### src/rtl/serial_add_ctrl.sv
// Bit-serial adder: one full-adder cell walks WIDTH-bit operands LSB first.
// Define SERIAL_ADD_OVF_EN to build the signed-overflow flag; otherwise ovf is tied to 0.

module fa (
    input  logic a,
    input  logic b,
    input  logic cin,
    output logic s_out,
    output logic c_out
);
    assign s_out = a ^ b ^ cin;
    assign c_out = (a & b) | (a & cin) | (b & cin);
endmodule

module serial_add_ctrl #(
    parameter int WIDTH = 8
) (
    input  logic             clk,
    input  logic             rst_n,
    input  logic             in_valid,
    output logic             in_ready,
    input  logic [WIDTH-1:0] a_in,
    input  logic [WIDTH-1:0] b_in,
    input  logic             cin,
    output logic             out_valid,
    input  logic             out_ready,
    output logic [WIDTH-1:0] sum_out,
    output logic             c_out,
    output logic             ovf
);
    localparam int CW = (WIDTH > 1) ? $clog2(WIDTH) : 1;

    typedef enum logic [1:0] {IDLE, RUN, DONE} state_t;

    state_t           state, state_next;
    logic [WIDTH-1:0] a_sr, b_sr, s_sr, s_next;
    logic [WIDTH-1:0] sum_q;
    logic [CW-1:0]    cnt;
    logic             carry;
    logic             c_q;
    logic             fa_s, fa_c;
    logic             last_bit;

    fa u_fa (
        .a     (a_sr[0]),
        .b     (b_sr[0]),
        .cin   (carry),
        .s_out (fa_s),
        .c_out (fa_c)
    );

    // The new sum bit enters at the MSB so that after WIDTH shifts bit 0 sits at the LSB.
    assign s_next   = (s_sr >> 1) | (WIDTH'(fa_s) << (WIDTH - 1));
    assign last_bit = (cnt == CW'(WIDTH - 1));

    always_ff @(posedge clk or negedge rst_n) begin
        if (!rst_n) state <= IDLE;
        else        state <= state_next;
    end

    always_comb begin
        state_next = state;
        in_ready   = 1'b0;
        out_valid  = 1'b0;
        case (state)
            IDLE: begin
                in_ready = 1'b1;
                if (in_valid) state_next = RUN;
            end
            RUN: begin
                if (last_bit) state_next = DONE;
            end
            DONE: begin
                out_valid = 1'b1;
                if (out_ready) state_next = IDLE;
            end
            default: state_next = IDLE;
        endcase
    end

    always_ff @(posedge clk or negedge rst_n) begin
        if (!rst_n) begin
            a_sr  <= '0;
            b_sr  <= '0;
            s_sr  <= '0;
            carry <= 1'b0;
            cnt   <= '0;
            sum_q <= '0;
            c_q   <= 1'b0;
        end else begin
            case (state)
                IDLE: begin
                    if (in_valid) begin
                        a_sr  <= a_in;
                        b_sr  <= b_in;
                        carry <= cin;
                        cnt   <= '0;
                    end
                end
                RUN: begin
                    a_sr  <= a_sr >> 1;
                    b_sr  <= b_sr >> 1;
                    s_sr  <= s_next;
                    carry <= fa_c;
                    if (last_bit) begin
                        sum_q <= s_next;
                        c_q   <= fa_c;
                    end else begin
                        cnt <= cnt + CW'(1);
                    end
                end
                default: ;
            endcase
        end
    end

`ifdef SERIAL_ADD_OVF_EN
    logic ovf_q;

    // On the last RUN cycle the carry flop holds the carry into the MSB.
    always_ff @(posedge clk or negedge rst_n) begin
        if (!rst_n)
            ovf_q <= 1'b0;
        else if (state == RUN && last_bit)
            ovf_q <= carry ^ fa_c;
    end

    assign ovf = ovf_q;
`else
    assign ovf = 1'b0;
`endif

    assign sum_out = sum_q;
    assign c_out   = c_q;

endmodule

### config.mk
export PLATFORM = sky130hd
export DESIGN_NAME = serial_add_ctrl
export DESIGN_NICKNAME = d
export VERILOG_FILES = /design/src/rtl/serial_add_ctrl.sv
export SDC_FILE = /design/constraint.sdc
export NUM_CORES = 1
export LEC_CHECK = 0
export BUFFER_PORTS_ARGS = -buffer_cell sky130_fd_sc_hd__buf_2
export CAP_MARGIN = 15
export CORE_ASPECT_RATIO = 1.5
export CORE_MARGIN = 1
export CORE_UTILIZATION = 44
export CTS_BUF_LIST = sky130_fd_sc_hd__clkbuf_4
export CTS_CLUSTER_DIAMETER = 40
export DETAILED_ROUTE_END_ITERATION = 6
export PLACE_DENSITY = 0.74
export SLEW_MARGIN = 15
export SYNTH_ARGS = -nofsm -noshare
export SYNTH_HDL_FRONTEND = slang
export SYNTH_SLANG_ARGS = --single-unit
### constraint.sdc
create_clock -name clk -period 1.7 [get_ports clk]
set_input_delay 0.085 -clock clk [delete_from_list [all_inputs] [get_ports clk]]
set_output_delay 0.085 -clock clk [all_outputs]
set_load 0.01 [all_outputs]
==> impl_metrics.ini, run 1 <==
[placed_design]
numPortBuffers = 31
dpl_cell_area_um2 = 2000
finalWeightedCongestion = 0.698
dp_hpwl_um = 2480

[min_path]
hp-class = input port to flop

[global_routing]
grt_usage = 0.195
grt-ovfl-total = 0
grt_pass1_wl_um = 6070
grt_start_max_net_pins = 39
first_global_vias = 1303
antenna_found_initial = 0

[cells_and_area]
fin_nets = 201
synthToLayoutAreaGrowth_pct = 16.0
final_common_cell = dfrtp_1
multi_input_comb_area_um2 = 729
fillers = 357
drive_gt1_frac = 0.404
seqCellArea_um2 = 952
num_antenna_cells = 0
fin_area_um2 = 2090
final_cell_mix = dfrtp_1 (37), buf_2 (31), mux2_2 (16)

[outcome]
outcome = finished clean

[pwr]
p_comb_frac = 0.408
vdd_drop_max_uv = 1000
p_sw_mw = 1.22
p_sw_frac = 0.349
p_leak_nw = 0.949
seqPwrFrac = 0.464
clockPowerShare = 0.129
internal_power_mw = 2.28
power_density_nw_per_um2 = 1680

[detailed_routing]
routedWlPerCell_um = 15.8
drtPass1Iterations = 4
viasPerCell = 5.74
remaining_drc_errors = 0
wirelength_um = 3520
vias = 1281
first_iter_violations = 39
final_antenna_net_count = 0

[synthesis]
synth_cell_types = 30
yosysWarnings = 0
ys_seq_area_frac = 0.528
netlist_area_um2 = 1800
syn_area_per_cell_um2 = 12.5
syn_nets = 168
netlist_instances = 144
yosys_register_bits = 38

[die]
io_pins = 33
placementRows = 28
initial_core_util = 0.459
die_x_um = 54.2
die_h_um = 80.3
dieArea_um2 = 4360
core_area_um2 = 3920

[cts]
cts_sinks = 38
cts_buffer_depth = 2
cts_max_level = 2
cts_setup_buffers = 0
cts-root-buf = clkbuf_4
cts_made_buffers = 5
clk_latency_ns = 0.34
cts_tree = built
clk_pin_slew_ns = 0.11

[critical_path]
critPathRequiredTime_ns = 1.93
critPathArrivalTime_ns = 1.89
crit_fanout = 10
crit_type = flop to flop
start_kind = flop
cp-end-kind = flop

[timing]
setup_viol = 0
slew-limit-headroom = 0.444
tns_ns = 0
rsz0062_at_grt = false
skew_ns = 0.00859
period_share = 0.973
tightest_slew_ns = 0.834
min_period_ns = 1.65
clock.fmax_ghz = 0.604
hold_viol = 0
slew_viol_final = 0

[flow_run]
cap_violations = 0
-- cells in the mapped netlist --
cell type / number / area (um^2)
a21oi_1: 1 / 5.00
ha_1: 2 / 25.0
o21bai_2: 1 / 11.3
buf_2: 6 / 30.0
o221a_2: 8 / 90.1
o21ba_2: 1 / 10.0
a32o_1: 1 / 10.0
nor4b_1: 7 / 61.3
inv_1: 11 / 41.3
nor3b_1: 8 / 60.1
and2_1: 1 / 6.26
dfrtp_1: 38 / 951
nand2b_1: 4 / 25.0
clkbuf_1: 5 / 18.8
or2_2: 1 / 6.26
nand2_1: 2 / 7.51
nor2_1: 1 / 3.75
or4b_1: 8 / 80.1
o21ai_0: 1 / 5.00
buf_6: 2 / 22.5
buf_4: 1 / 7.51
o221ai_1: 3 / 26.3
or2b_1: 1 / 7.51
conb_1: 1 / 3.75
fa_1: 1 / 20.0
mux2_2: 16 / 180
nand3b_1: 1 / 7.51
a211oi_1: 7 / 52.6
a221o_1: 1 / 10.0
nand3_1: 3 / 15.0
-- cell type report --
class | instances | share of cell area
clock inverter | 3 | 0.00779
sequential | 38 | 0.456
timing repair buffer | 40 | 0.122
tap | 45 | 0.0270
multi-input combinational | 81 | 0.349
inverter | 11 | 0.0198
clock buffer | 5 | 0.0180
-- state kept, by name (all words and copies together) (netlist names) --
signal and cells:
a_sr 8, b_sr 8, c_out 1, carry 1, cnt 3, s_sr 7
state 2, sum_out 8
-- cell families after synthesis --
group,after synthesis,share of synthesized area
other cells,1,0.00208
fa+ha+maj,3,0.0250
simple gates,37,0.156
flops,38,0.528
buf+inv,25,0.0667
compound gates,24,0.122
mux,16,0.100
-- worst max-delay path, cell delays in order, from the launching register on --
cell      delay [ns]
dfrtp_1         0.43
ha_1            0.22
ha_1            0.25
nand3b_1        0.17
buf_12          0.15
mux2_2          0.34
-- routing by layer --
layer	part of all wire	GRT usage
met5	0	0
met4	0.027	0.0718
met3	0.051	0.0549
met2	0.48	0.304
met1	0.44	0.250
-- final timing paths --
check | startpoint | end | slack [ns] | cells past startpoint
max in group asynchronous | rst_n | state[0] | 0.75 | 2
min in group asynchronous | rst_n | sum_out[4] | 0.36 | 2
hold reg to reg | b_sr[7] | b_sr[7] | 0.51 | 1
hold / removal | a_in[7] | a_sr[7] | 0.09 | 3
setup reg to reg | cnt[0] | sum_out[7] | 0.05 | 5
setup / recovery | cnt[0] | sum_out[7] | 0.05 | 5
-- power groups by stage --
| stage | registers [mW] | logic, mW | clock network, mW |
|---|---|---|---|
| 2_1_floorplan | 1.59 | 1.06 | 0 |
| 3_3_place_gp | 1.61 | 1.37 | 0 |
| 3_5_place_dp | 1.64 | 1.44 | 0 |
| 4_1_cts | 1.62 | 1.45 | 0.469 |
| 5_1_grt | 1.68 | 1.60 | 0.508 |
| 6_report | 1.62 | 1.43 | 0.450 |
-- through the flow --
step                       util  power [mW]  hold WS (ns)  cells  worst slack (ns)
after CTS                 0.532        3.54        0.0699    223            0.0470
after global routing      0.532        3.79        0.0824    223            0.0233
after detailed placement  0.511        3.08         0.232    212            0.0794
final                     0.532        3.50        0.0872    223            0.0453
after global placement    0.511        2.99         0.216    212             0.159
after floorplan               -        2.65        -0.211    144             0.161
-- repair_timing --
item,CTS,global route
setup endpoints to repair,0,1
gates resized for setup,0,1
hold buffers,3,0
endpoints found under the hold margin,40,0
Note: power is estimated with default switching activity, not from simulation.
==> inputs of run 2 (changes only) <==
--- a/config.mk
+++ b/config.mk
@@ -8,12 +8,13 @@
 export BUFFER_PORTS_ARGS = -buffer_cell sky130_fd_sc_hd__buf_2
 export CAP_MARGIN = 15
 export CORE_ASPECT_RATIO = 1.5
-export CORE_MARGIN = 1
+export CORE_MARGIN = 4
 export CORE_UTILIZATION = 44
 export CTS_BUF_LIST = sky130_fd_sc_hd__clkbuf_4
 export CTS_CLUSTER_DIAMETER = 40
 export DETAILED_ROUTE_END_ITERATION = 6
 export PLACE_DENSITY = 0.74
+export SETUP_SLACK_MARGIN = 0.1
 export SLEW_MARGIN = 15
 export SYNTH_ARGS = -nofsm -noshare
 export SYNTH_HDL_FRONTEND = slang
==> run 2 against run 1 <==
Wire length down 4.7%. Die area increased by 19%. First-iteration DRC count shrank 38%. Non-clock buffer count rose by 2. Sequential share of layout area down 0.90 points. Via count decreased by 1.5%. Design area is 2.2% higher. Count of clock-buffer cells in the layout did not move. Clock power is 64% higher. Core utilization is 0.67 points higher. Global-route usage shrank 4.8 points. Worst hold slack improved by 0.0031 ns. Highest routed layer unchanged.
==> impl_metrics.ini, run 2 (same netlist as run 1, synthesis figures left out) <==
[outcome]
outcome = finished clean

[detailed_routing]
remaining_drc_errors = 0
final_antenna_net_count = 0
vias = 1262
first_iter_violations = 24
wirelength_um = 3350
viasPerCell = 5.61
drtPass1Iterations = 4
routedWlPerCell_um = 14.9

[min_path]
hold_path.startpoint = a_in[2]
hp-class = input port to flop
min_to = a_sr[2]
hold_depth = 3

[flow_run]
cap_violations = 0

[cts]
cts_made_buffers = 5
cts_max_level = 2
cts-root-buf = clkbuf_4
cts_tree = built
clk_latency_ns = 0.34
cts_buffer_depth = 2
cts_sinks = 38
clk_pin_slew_ns = 0.11

[cells_and_area]
synthToLayoutAreaGrowth_pct = 18.5
final_cell_mix = dfrtp_1 (36), buf_2 (31), mux2_2 (16)
drive_gt1_frac = 0.422
final_common_cell = dfrtp_1
final_cells = 225
num_antenna_cells = 0
fin_nets = 203

[timing]
rsz0062_at_grt = true
clock.fmax_ghz = 0.656
slew_viol_final = 0
skew_ns = 0.00585
fin_ws_ns = 0.175
setup_viol = 0
period_share = 0.897
tns_ns = 0
hold_viol = 0
min_period_ns = 1.52
slew-limit-headroom = 0.462
tightest_slew_ns = 0.807

[critical_path]
crit_chain = ha_1 -> ha_1 -> nand3b_1 -> buf_4 -> mux2_2
start_kind = flop
r2r_cells = 5
crit_top_cell = ha_1
critPathRequiredTime_ns = 1.94
crit_type = flop to flop
critPathArrivalTime_ns = 1.76
critPathMaxStageDelay_ns = 0.41
cp_slowest_cell = dfrtp_1
rrSetupSlack_ns = 0.18
worst_r2r_startpoint = cnt[0]
crit_fanout = 5
r2r-end = sum_out[0]
cp-end-kind = flop

[global_routing]
antenna_found_initial = 0
grt_pass1_wl_um = 5750
grt-ovfl-total = 0
grt_usage = 0.147
first_global_vias = 1311
grt_start_max_net_pins = 39

[placed_design]
numPortBuffers = 31
place_ws_ns = 0.00360
dp.cells = 210
dp_hpwl_um = 2410
finalWeightedCongestion = 0.716

[die]
io_pins = 33
die_x_um = 60.2
initial_core_util = 0.455
core_area_um2 = 3960
dieArea_um2 = 5200
placementRows = 28
die_h_um = 86.3

[pwr]
vdd_drop_max_uv = 1050
p_total_mw = 3.77
power_density_nw_per_um2 = 1770
p_leak_nw = 0.973
==> run 2: how the worst max path moves through the flow <==
stage                   from    endpoint  slack (ns)  cells past startpoint
floorplan             cnt[0]       c_out        0.16                      5
global placement      cnt[0]  sum_out[2]        0.08                      4
detailed placement    cnt[0]  sum_out[7]       0.004                      4
CTS                 state[1]    in_ready        0.14                      3
global route          cnt[0]  sum_out[2]        0.09                      5
finish                cnt[0]  sum_out[0]        0.18                      5
==> run 2: area by class of cell <==
cell class / instances / area (um^2)
fillers: 336 / 1830
flip-flops and latches: 38 / 953
multi-input cells: 81 / 732
repair buffers: 42 / 249
clock inverters: 3 / 63.8
well taps: 45 / 56.3
inverters: 11 / 41.3
clock buffers: 5 / 37.5
==> run 2: timing repair <==
action | 4_1_cts | 5_1_grt
setup endpoints to repair | 11 | 12
hold buffers | 3 | 0
setup buffers | 3 | 1
pin swaps | 0 | 0
hold endpoints to repair | 40 | 0
resized for setup | 1 | 3
==> run 2: through the flow <==
stage / hold slack [ns] / instance area (um^2) / utilization
global placement: 0.212 / 1960 / 0.496
CTS: 0.0781 / 2120 / 0.535
detailed placement: 0.226 / 1960 / 0.496
global route: 0.0745 / 2130 / 0.539
floorplan: -0.211 / 1800 / -
finish: 0.0903 / 2130 / 0.539
==> run 2: metal layers <==
metal	global-route usage	wire, um
met5	0	0
met4	0.0786	65
met3	0.0283	152
met2	0.241	1770
met1	0.177	1370
==> run 2: report_power, final <==
group	switching, mW	internal [mW]	total (mW)
Combinational	0.634	0.781	1.42
Sequential	0.282	1.33	1.62
Clock	0.285	0.453	0.738
Total	1.20	2.57	3.77
==> run 2: worst max-delay path, delay by kind of cell, from the launching register on <==
kind                       cells  cell delay [ns]
muxes                          1             0.34
and+or+nand+nor                1             0.12
DFF                            1             0.41
adders and majority gates      2             0.40
buffers and inverters          1             0.16
